`src/rtl/mult_8x8_pkg.sv`:
```
// Shared constants for the sequential 8x8 multiplier: FSM state codes,
// partial-product shift amounts and seven-segment glyphs.
package mult_8x8_pkg;

    // FSM state encoding (3 bits)
    typedef logic [2:0] state_t;

    localparam state_t ST_IDLE = 3'd0;
    localparam state_t ST_LSB  = 3'd1;
    localparam state_t ST_MID  = 3'd2;
    localparam state_t ST_MSB  = 3'd3;
    localparam state_t ST_DONE = 3'd4;
    localparam state_t ST_ERR  = 3'd5;

    // Left-shift applied to each 4x4 partial product before accumulation
    localparam logic [3:0] SHIFT_LSB = 4'd0;
    localparam logic [3:0] SHIFT_MID = 4'd4;
    localparam logic [3:0] SHIFT_MSB = 4'd8;

    // Seven-segment glyphs, bit order {a,b,c,d,e,f,g}, 1 = lit
    localparam logic [6:0] SEG_0 = 7'b1111110;
    localparam logic [6:0] SEG_1 = 7'b0110000;
    localparam logic [6:0] SEG_2 = 7'b1101101;
    localparam logic [6:0] SEG_3 = 7'b1111001;
    localparam logic [6:0] SEG_4 = 7'b0110011;
    localparam logic [6:0] SEG_E = 7'b1001111;

endpackage

```
`src/rtl/mult_8x8_mult4x4.sv`:
```
// Purely combinational 4x4 unsigned multiplier producing an 8-bit result.
module mult4x4 (
    input  logic [3:0] a_i,
    input  logic [3:0] b_i,
    output logic [7:0] p_o
);

    assign p_o = {4'b0000, a_i} * {4'b0000, b_i};

endmodule

```
`src/rtl/mult_8x8.sv`:
```
// Sequential 8x8 unsigned multiplier built from one 4x4 multiplier and a
// 16-bit accumulator, summing four shifted partial products over four cycles.
// Optional feature: define MULT_8X8_SEG_EN to drive a seven-segment display
// of the current FSM state; otherwise the segments sit at the unlit level.
module mult_8x8
    import mult_8x8_pkg::*;
#(
    parameter bit SEG_ACTIVE_LOW = 1'b0
) (
    input  logic        clk,
    input  logic        arst,
    input  logic        start,
    input  logic [7:0]  dataa,
    input  logic [7:0]  datab,
    output logic [15:0] product8x8_out,
    output logic        done_flag,
    output logic        seg_a,
    output logic        seg_b,
    output logic        seg_c,
    output logic        seg_d,
    output logic        seg_e,
    output logic        seg_f,
    output logic        seg_g
);

    state_t      state_q, state_d;
    logic [15:0] acc_q, acc_d;
    logic [1:0]  cnt_q, cnt_d;

    logic [3:0]  opA, opB;
    logic [3:0]  shamt;
    logic [7:0]  partial;
    logic [15:0] shifted;
    logic [6:0]  segOut;

    // Pick which nibble pair and shift the current cycle contributes
    always_comb begin
        opA   = dataa[3:0];
        opB   = datab[3:0];
        shamt = SHIFT_LSB;
        case (state_q)
            ST_MID: begin
                shamt = SHIFT_MID;
                if (cnt_q == 2'd1) begin
                    opA = dataa[7:4];
                end else begin
                    opB = datab[7:4];
                end
            end
            ST_MSB: begin
                opA   = dataa[7:4];
                opB   = datab[7:4];
                shamt = SHIFT_MSB;
            end
            default: ;
        endcase
    end

    mult4x4 u_mult4x4 (
        .a_i (opA),
        .b_i (opB),
        .p_o (partial)
    );

    assign shifted = {8'h00, partial} << shamt;

    // Next-state, accumulator and counter logic; a start while busy aborts to ERR
    always_comb begin
        state_d = state_q;
        acc_d   = acc_q;
        cnt_d   = cnt_q;
        case (state_q)
            ST_IDLE, ST_DONE: begin
                if (start) begin
                    acc_d   = 16'h0000;
                    cnt_d   = 2'd0;
                    state_d = ST_LSB;
                end
            end
            ST_LSB: begin
                if (start) begin
                    state_d = ST_ERR;
                end else begin
                    acc_d   = acc_q + shifted;
                    cnt_d   = 2'd1;
                    state_d = ST_MID;
                end
            end
            ST_MID: begin
                if (start) begin
                    state_d = ST_ERR;
                end else if (cnt_q == 2'd1) begin
                    acc_d = acc_q + shifted;
                    cnt_d = 2'd2;
                end else begin
                    acc_d   = acc_q + shifted;
                    cnt_d   = 2'd3;
                    state_d = ST_MSB;
                end
            end
            ST_MSB: begin
                if (start) begin
                    state_d = ST_ERR;
                end else begin
                    acc_d   = acc_q + shifted;
                    state_d = ST_DONE;
                end
            end
            ST_ERR: begin
                if (!start) begin
                    state_d = ST_IDLE;
                end
            end
            default: state_d = ST_IDLE;
        endcase
    end

    // State registers with asynchronous reset that aborts any operation
    always_ff @(posedge clk or posedge arst) begin
        if (arst) begin
            state_q <= ST_IDLE;
            acc_q   <= 16'h0000;
            cnt_q   <= 2'd0;
        end else begin
            state_q <= state_d;
            acc_q   <= acc_d;
            cnt_q   <= cnt_d;
        end
    end

    assign product8x8_out = acc_q;
    assign done_flag      = (state_q == ST_DONE);

`ifdef MULT_8X8_SEG_EN
    logic [6:0] segRaw;

    // Map the current state onto its display glyph, then apply polarity
    always_comb begin
        segRaw = SEG_0;
        case (state_q)
            ST_IDLE: segRaw = SEG_0;
            ST_LSB:  segRaw = SEG_1;
            ST_MID:  segRaw = SEG_2;
            ST_MSB:  segRaw = SEG_3;
            ST_DONE: segRaw = SEG_4;
            ST_ERR:  segRaw = SEG_E;
            default: segRaw = SEG_0;
        endcase
    end

    assign segOut = SEG_ACTIVE_LOW ? ~segRaw : segRaw;
`else
    assign segOut = {7{SEG_ACTIVE_LOW}};
`endif

    assign {seg_a, seg_b, seg_c, seg_d, seg_e, seg_f, seg_g} = segOut;

endmodule

```
`config.mk`:
```
export PLATFORM = sky130hd
export DESIGN_NAME = mult_8x8
export DESIGN_NICKNAME = d
export VERILOG_FILES = /design/src/rtl/mult_8x8_pkg.sv /design/src/rtl/mult_8x8_mult4x4.sv /design/src/rtl/mult_8x8.sv
export SDC_FILE = /design/constraint.sdc
export NUM_CORES = 1
export LEC_CHECK = 0
export CAP_MARGIN = 20
export CORE_MARGIN = 5
export CORE_UTILIZATION = 54
export DETAILED_ROUTE_END_ITERATION = 7
export PLACE_DENSITY = 0.81
export SETUP_SLACK_MARGIN = 0.02
export SLEW_MARGIN = 40
export SYNTH_ARGS = -nofsm -noshare
export SYNTH_HDL_FRONTEND = slang
export SYNTH_HIERARCHICAL = 1
export SYNTH_SLANG_ARGS = --single-unit
```
`constraint.sdc`:
```
create_clock -name clk -period 7.27 [get_ports clk]
set_input_delay 1.8175 -clock clk [delete_from_list [all_inputs] [get_ports clk]]
set_output_delay 1.8175 -clock clk [all_outputs]
set_load 0.03 [all_outputs]
```
# Yosys cells after proc, flatten, opt, wreduce, memory -nomap -nowiden

Index checks and enable logic that the tools add are counted.

Flip-flop bits (word level): 21
Output and inout port bits: 24
Bits of input ports: 19

Add/sub/neg operators: 1
Equality and inequality tests: 12
Shift-type cells: 1
$mul: 1
Mux-type cells: 20
Reductions and logical operators: 8

Operators by type and width:

| operator             | count |
|---|---|
| $mux W16             | 2 |
| $pmux W16 S2         | 1 |
| $pmux W4 S2          | 3 |
| $add A16 B16 Y16     | 1 |
| $shl A8 B4 Y16       | 1 |
| $mux W3              | 5 |
| $pmux W3 S5          | 1 |
| $ne A2 B2 Y1 const B | 5 |
| $mul A4 B4 Y8        | 1 |
| $mux W4              | 2 |
| $eq A3 B2 Y1 const B | 2 |
| $eq A3 B3 Y1 const B | 2 |
| $mux W2              | 3 |
| $pmux W2 S3          | 1 |
| $reduce_and A3 Y1    | 2 |
| $reduce_and A4 Y1    | 1 |
| $eq A3 B1 Y1 const B | 1 |
| $logic_not A3 Y1     | 1 |
| $ne A3 B3 Y1 const B | 1 |
| $reduce_bool A3 Y1   | 1 |
| $reduce_or A3 Y1     | 1 |
| $eq A2 B1 Y1 const B | 1 |
| $mux W1              | 2 |
| $reduce_bool A2 Y1   | 1 |
| $reduce_or A2 Y1     | 1 |

# Logic depth before layout (Yosys ltp)

Depth in word-level cells: 8
Gate-level depth with buffers: 23
Mapped depth without buffers: 21

# By module

The synthesis kept the hierarchy.

Modules (own cells, without submodules):

| module   | area each (um^2) | sequential area each (um^2) | instances | cells each |
|---|---|---|---|---|
| mult_8x8 | 2072.0           | 525.5                       | 1         | 251 |
| mult4x4  | 450.4            | 0.0                         | 1         | 51 |

# Least setup slack after synthesis

Ideal clock, no wire load.

Path kind: input to register
Start: in dataa[0]
End: reg acc_q[14], in the netlist product8x8_out[14]
Library setup time: 0.126 ns
Path slack: 1.379 ns
Arrival: 5.765 ns
Buffers on the path: 1
Stages: 19
Cell sequence: mux2_2 > nand2_1 > fa_1 > inv_1 > fa_1 > ha_1 > a211oi_2 > nor4b_1 > nand4b_1 > mux2i_1 > nor2_1 > ha_1 > clkdlybuf4s15_1 > a21oi_1 > nor2b_1 > o21ai_0 > nand4_1 > mux2_4 > a221o_1

Longest elaborated chain between the ends: 7

RTL lines:

| item                   | line                            | RTL |
|---|---|---|
| start: declaration     | mult_8x8.sv:13                  | `input logic [7:0] dataa,` |
| $mux W4                | mult_8x8.sv:44                  | `if (cnt_q == 2'd1) begin` |
| $pmux W4 S2 *          | mult_8x8.sv:41                  | `case (state_q)` |
| $mul A4 B4 Y8 *        | mult_8x8_mult4x4.sv:8           | `assign p_o = {4'b0000, a_i} * {4'b0000, b_i};` |
| named net partial[7]   | mult_8x8.sv:32                  | `logic [7:0] partial;` |
| $shl A8 B4 Y16 *       | mult_8x8.sv:65                  | `assign shifted = {8'h00, partial} << shamt;` |
| $add A16 B16 Y16 *     | n/a                             |  |
| $mux W16 *             | mult_8x8.sv:81, mult_8x8.sv:102 |  |
| $pmux W16 S2 *         | mult_8x8.sv:72                  | `case (state_q)` |
| end signal: assignment | mult_8x8.sv:122                 | `acc_q <= 16'h0000;` |
| end signal: assignment | mult_8x8.sv:126                 | `acc_q <= acc_d;` |
| end: declaration       | mult_8x8.sv:27                  | `logic [15:0] acc_q, acc_d;` |

The timed path passes the listed nets; every way through them passes the cells marked *. The select of a mux whose other input is x is not followed.
A chain may end at the register's enable or synchronous reset.

# Worst setup path after layout

Start: in dataa[4]
End: reg acc_q[14], in the netlist product8x8_out[14]

Longest elaborated chain between the ends: 7

RTL lines:

| item                 | line                            | RTL |
|---|---|---|
| $mux W4              | mult_8x8.sv:44                  |  |
| $pmux W4 S2 *        | mult_8x8.sv:41                  |  |
| named net opA[0]     | mult_8x8.sv:30                  | `logic [3:0] opA, opB;` |
| $mul A4 B4 Y8 *      | mult_8x8_mult4x4.sv:8           |  |
| named net partial[6] | mult_8x8.sv:32                  |  |
| $shl A8 B4 Y16 *     | mult_8x8.sv:65                  |  |
| $add A16 B16 Y16 *   | n/a                             |  |
| $mux W16 *           | mult_8x8.sv:81, mult_8x8.sv:102 |  |
| $pmux W16 S2 *       | mult_8x8.sv:72                  |  |

Marks and branches as above.

==> flow_metrics.tcl <==
set metrics [dict create \
    status "finished, final reports clean" \
    fin_area_sq_um 2879 \
    antenna_cells 0 \
    combPwrFrac_pct 72.3 \
    nets 382 \
    yosysSeqAreaShare_pct 20.83 \
    synth_area_sq_um 2522 \
    ys_top_cells_by_count "ha_1, nand2_1, o21ai_0" \
    dieArea_sq_um 6138 \
    multi_input_area_sq_um 1832 \
    fin_crit_sh_pct 89.65 \
    drc 0 \
    synth_cells 302 \
    critPathKind "in -> reg" \
    ys_ff_latch 21 \
    cts_sinks 21 \
    port_buffers 35 \
    clk_pin_slew_ns 0.09 \
    skew_ns 0.009192 \
    critPathArrivalTime_ns 6.67 \
    cts_root_buffer "clkbuf_8" \
    wl_per_cell_microns 15.58 \
    synth_top_area_share_pct 20.83 \
    htreeDepth 1 \
    r2r_slack_ns 1.26 \
    routed_via_density 6.073 \
    grt_overflow 0 \
    cp-start-kind "input pin" \
    syn_area_per_cell_sq_um 8.352 \
    fmax_ghz 0.1534 \
    antenna_left 0 \
    gp_congestion 0.8832 \
    ir_worst_vdd_uv 217.5 \
    ys.warnings.count 6 \
    holdCritPathClass "reg -> reg" \
    drive_gt1_share_pct 8.182 \
    p_seq_share_pct 20.0 \
    pwr_density_cell_nw_per_um2 361.1 \
    cts_setup_buffers 0 \
    grt_pass1_wl_mm 9.687 \
    core_sq_um 4444 \
    synth_edf_count 0 \
    rows 24 \
    cts_tree "built" \
    placed_cells 378 \
    cts_buffers 3 \
    first_iter_violations 147 \
    grt_pass1_vias 2138 \
    gr-usage-all-layers_pct 19.38 \
    postCtsHoldBufs 0 \
    power_frac_clock_pct 7.7 \
    setup_viol_count_final 0 \
    die_x_microns 78.35 \
    antenna_found_initial 0 \
    slew_viol_final 0 \
    critPathMaxFanout 5 \
    yosysTopAreaCell "dfrtp_1" \
    ios 43 \
    fin_tns_setup_ns 0 \
    switching_share_pct 50.19 \
    cap_violations 0 \
    grt_max_degree 28 \
    final_cells 382 \
    dpl.hpwl_mm 4.700 \
    register_area_sq_um 525.5 \
    max_slew_margin_pct 47.99 \
    chipHeight_microns 78.35 \
    routed_wl_mm 5.952 \
    clock_latency_ns 0.27 \
    finalHoldViolations 0 \
    cts_resized 0 \
    rsz0062_at_grt "no" \
    synthFlopType "dfrtp_1" \
    initial_utilization_pct 56.76 \
    yosys.cell_count.top_type "ha_1" \
    worst_pin_slew_ns 0.7801 \
    placedInstanceArea_sq_um 2833 \
    async_flop_share_pct 100.0 \
    worst_ep_required_time_ns 7.42 \
    area_delta_synth_final_pct 14.14 \
    p_leak_nw 1.306 \
    p_int_uw 517.8 \
    yosysUniqueCellTypes 59 \
    nFillCells 382 \
    p_sw_uw 521.8 \
    synthTopCellsByArea "dfrtp_1, ha_1, o21ai_0" \
    cts_buffer_depth 2 \
    first_pass_iters 5 \
    post-route-min-period_ns 6.518 \
    end_kind "flop" \
    vias 2320 \
]
-- registers in the layout (all words and copies together), names as in the netlist --
signal	flops
cnt_q	2
product8x8_out	16
state_q	3
-- path summary, 6_finish.rpt --
check / startpoint / end / cells after the start
min in group asynchronous: arst / product8x8_out[12]$_DFFE_PP0P_ / 2
hold / removal: product8x8_out[11]$_DFFE_PP0P_ / product8x8_out[11]$_DFFE_PP0P_ / 2
max in group asynchronous: arst / product8x8_out[10]$_DFFE_PP0P_ / 2
hold reg to reg: product8x8_out[11]$_DFFE_PP0P_ / product8x8_out[11]$_DFFE_PP0P_ / 2
setup / recovery: dataa[4] / product8x8_out[14]$_DFFE_PP0P_ / 19
setup reg to reg: state_q[1]$_DFFE_PP0P_ / product8x8_out[14]$_DFFE_PP0P_ / 21
-- kinds of logic (layout without fill, tap and decap cells) --
logic type | count (synthesis) | count (layout) | synth area share (%)
other | 1 | 7 | 0.1487
buffers and inverters | 32 | 54 | 7.440
XOR/XNOR | 11 | 11 | 3.819
flip-flops | 21 | 21 | 20.83
adder cells (fa/ha/maj) | 32 | 32 | 17.36
AO/OA/AOI/OAI | 82 | 82 | 21.18
multiplexers | 15 | 15 | 6.548
AND/OR/NAND/NOR | 108 | 108 | 22.67
-- through the flow --
stage	total power, mW	hold slack (ns)	util (%)	setup slack, ns
after floorplan	0.7755	0.5013	-	1.379
after global placement	0.9301	0.4973	63.74	0.6465
after detailed placement	0.9489	0.5123	63.74	0.5214
after CTS	1.038	0.5330	64.78	0.7884
after global routing	1.125	0.5502	64.78	0.5894
final	1.040	0.5301	64.78	0.7524
-- cell type report --
| cell class | count | area share (%) |
|---|---|---|
| clock buffer | 3 | 1.434 |
| clock inverter | 1 | 0.1738 |
| inverter | 14 | 1.825 |
| multi-input combinational | 255 | 63.62 |
| sequential | 21 | 18.25 |
| tap | 52 | 2.260 |
| timing repair buffer | 36 | 12.43 |
-- metal layers --
layer	global-route usage (%)	vias to the layer above	share of wire (%)
met2	35.45	69	49
met3	2.174	12	4.9
met1	23.90	1113	44
li1	-	1126	-
met4	5.769	0	2.0
met5	0	-	0
-- cell usage in the layout (no fill, tap or decap), types with 4 or more instances in the layout --
master            n
mux2i_1           6
a21oi_1          23
mux2_2            8
nand2_1          26
and3_1            5
ha_1             27
nor2_1           21
inv_1            13
conb_1            7
nor3_1            6
xor2_1            6
clkdlybuf4s50_1  35
o21ai_0          25
a21o_1            5
fa_1              5
nand4_1           4
and2_1           19
dfrtp_1          21
xnor2_1           5
nand2b_1          9
-- power groups by stage --
stage	logic, mW	clock network [mW]	registers (mW)
finish	0.752	0.0803	0.208
global route	0.823	0.0874	0.215
CTS	0.750	0.0810	0.207
detailed placement	0.739	0	0.210
global placement	0.722	0	0.208
floorplan	0.519	0	0.256
-- critical path: stages --
cell,delay (ns)
clkdlybuf4s50_1,0.45
mux2_2,0.17
nand2_1,0.08
fa_1,0.53
inv_1,0.05
fa_1,0.54
fa_1,0.48
a21o_1,0.19
a21oi_1,0.18
xnor2_1,0.19
mux2i_1,0.14
nor2_1,0.16
ha_1,0.30
or2_2,0.34
a41oi_2,0.29
or2b_1,0.16
nor2_1,0.05
mux2_4,0.26
a221o_1,0.29
No activity file was read; power rests on OpenSTA's default activity.
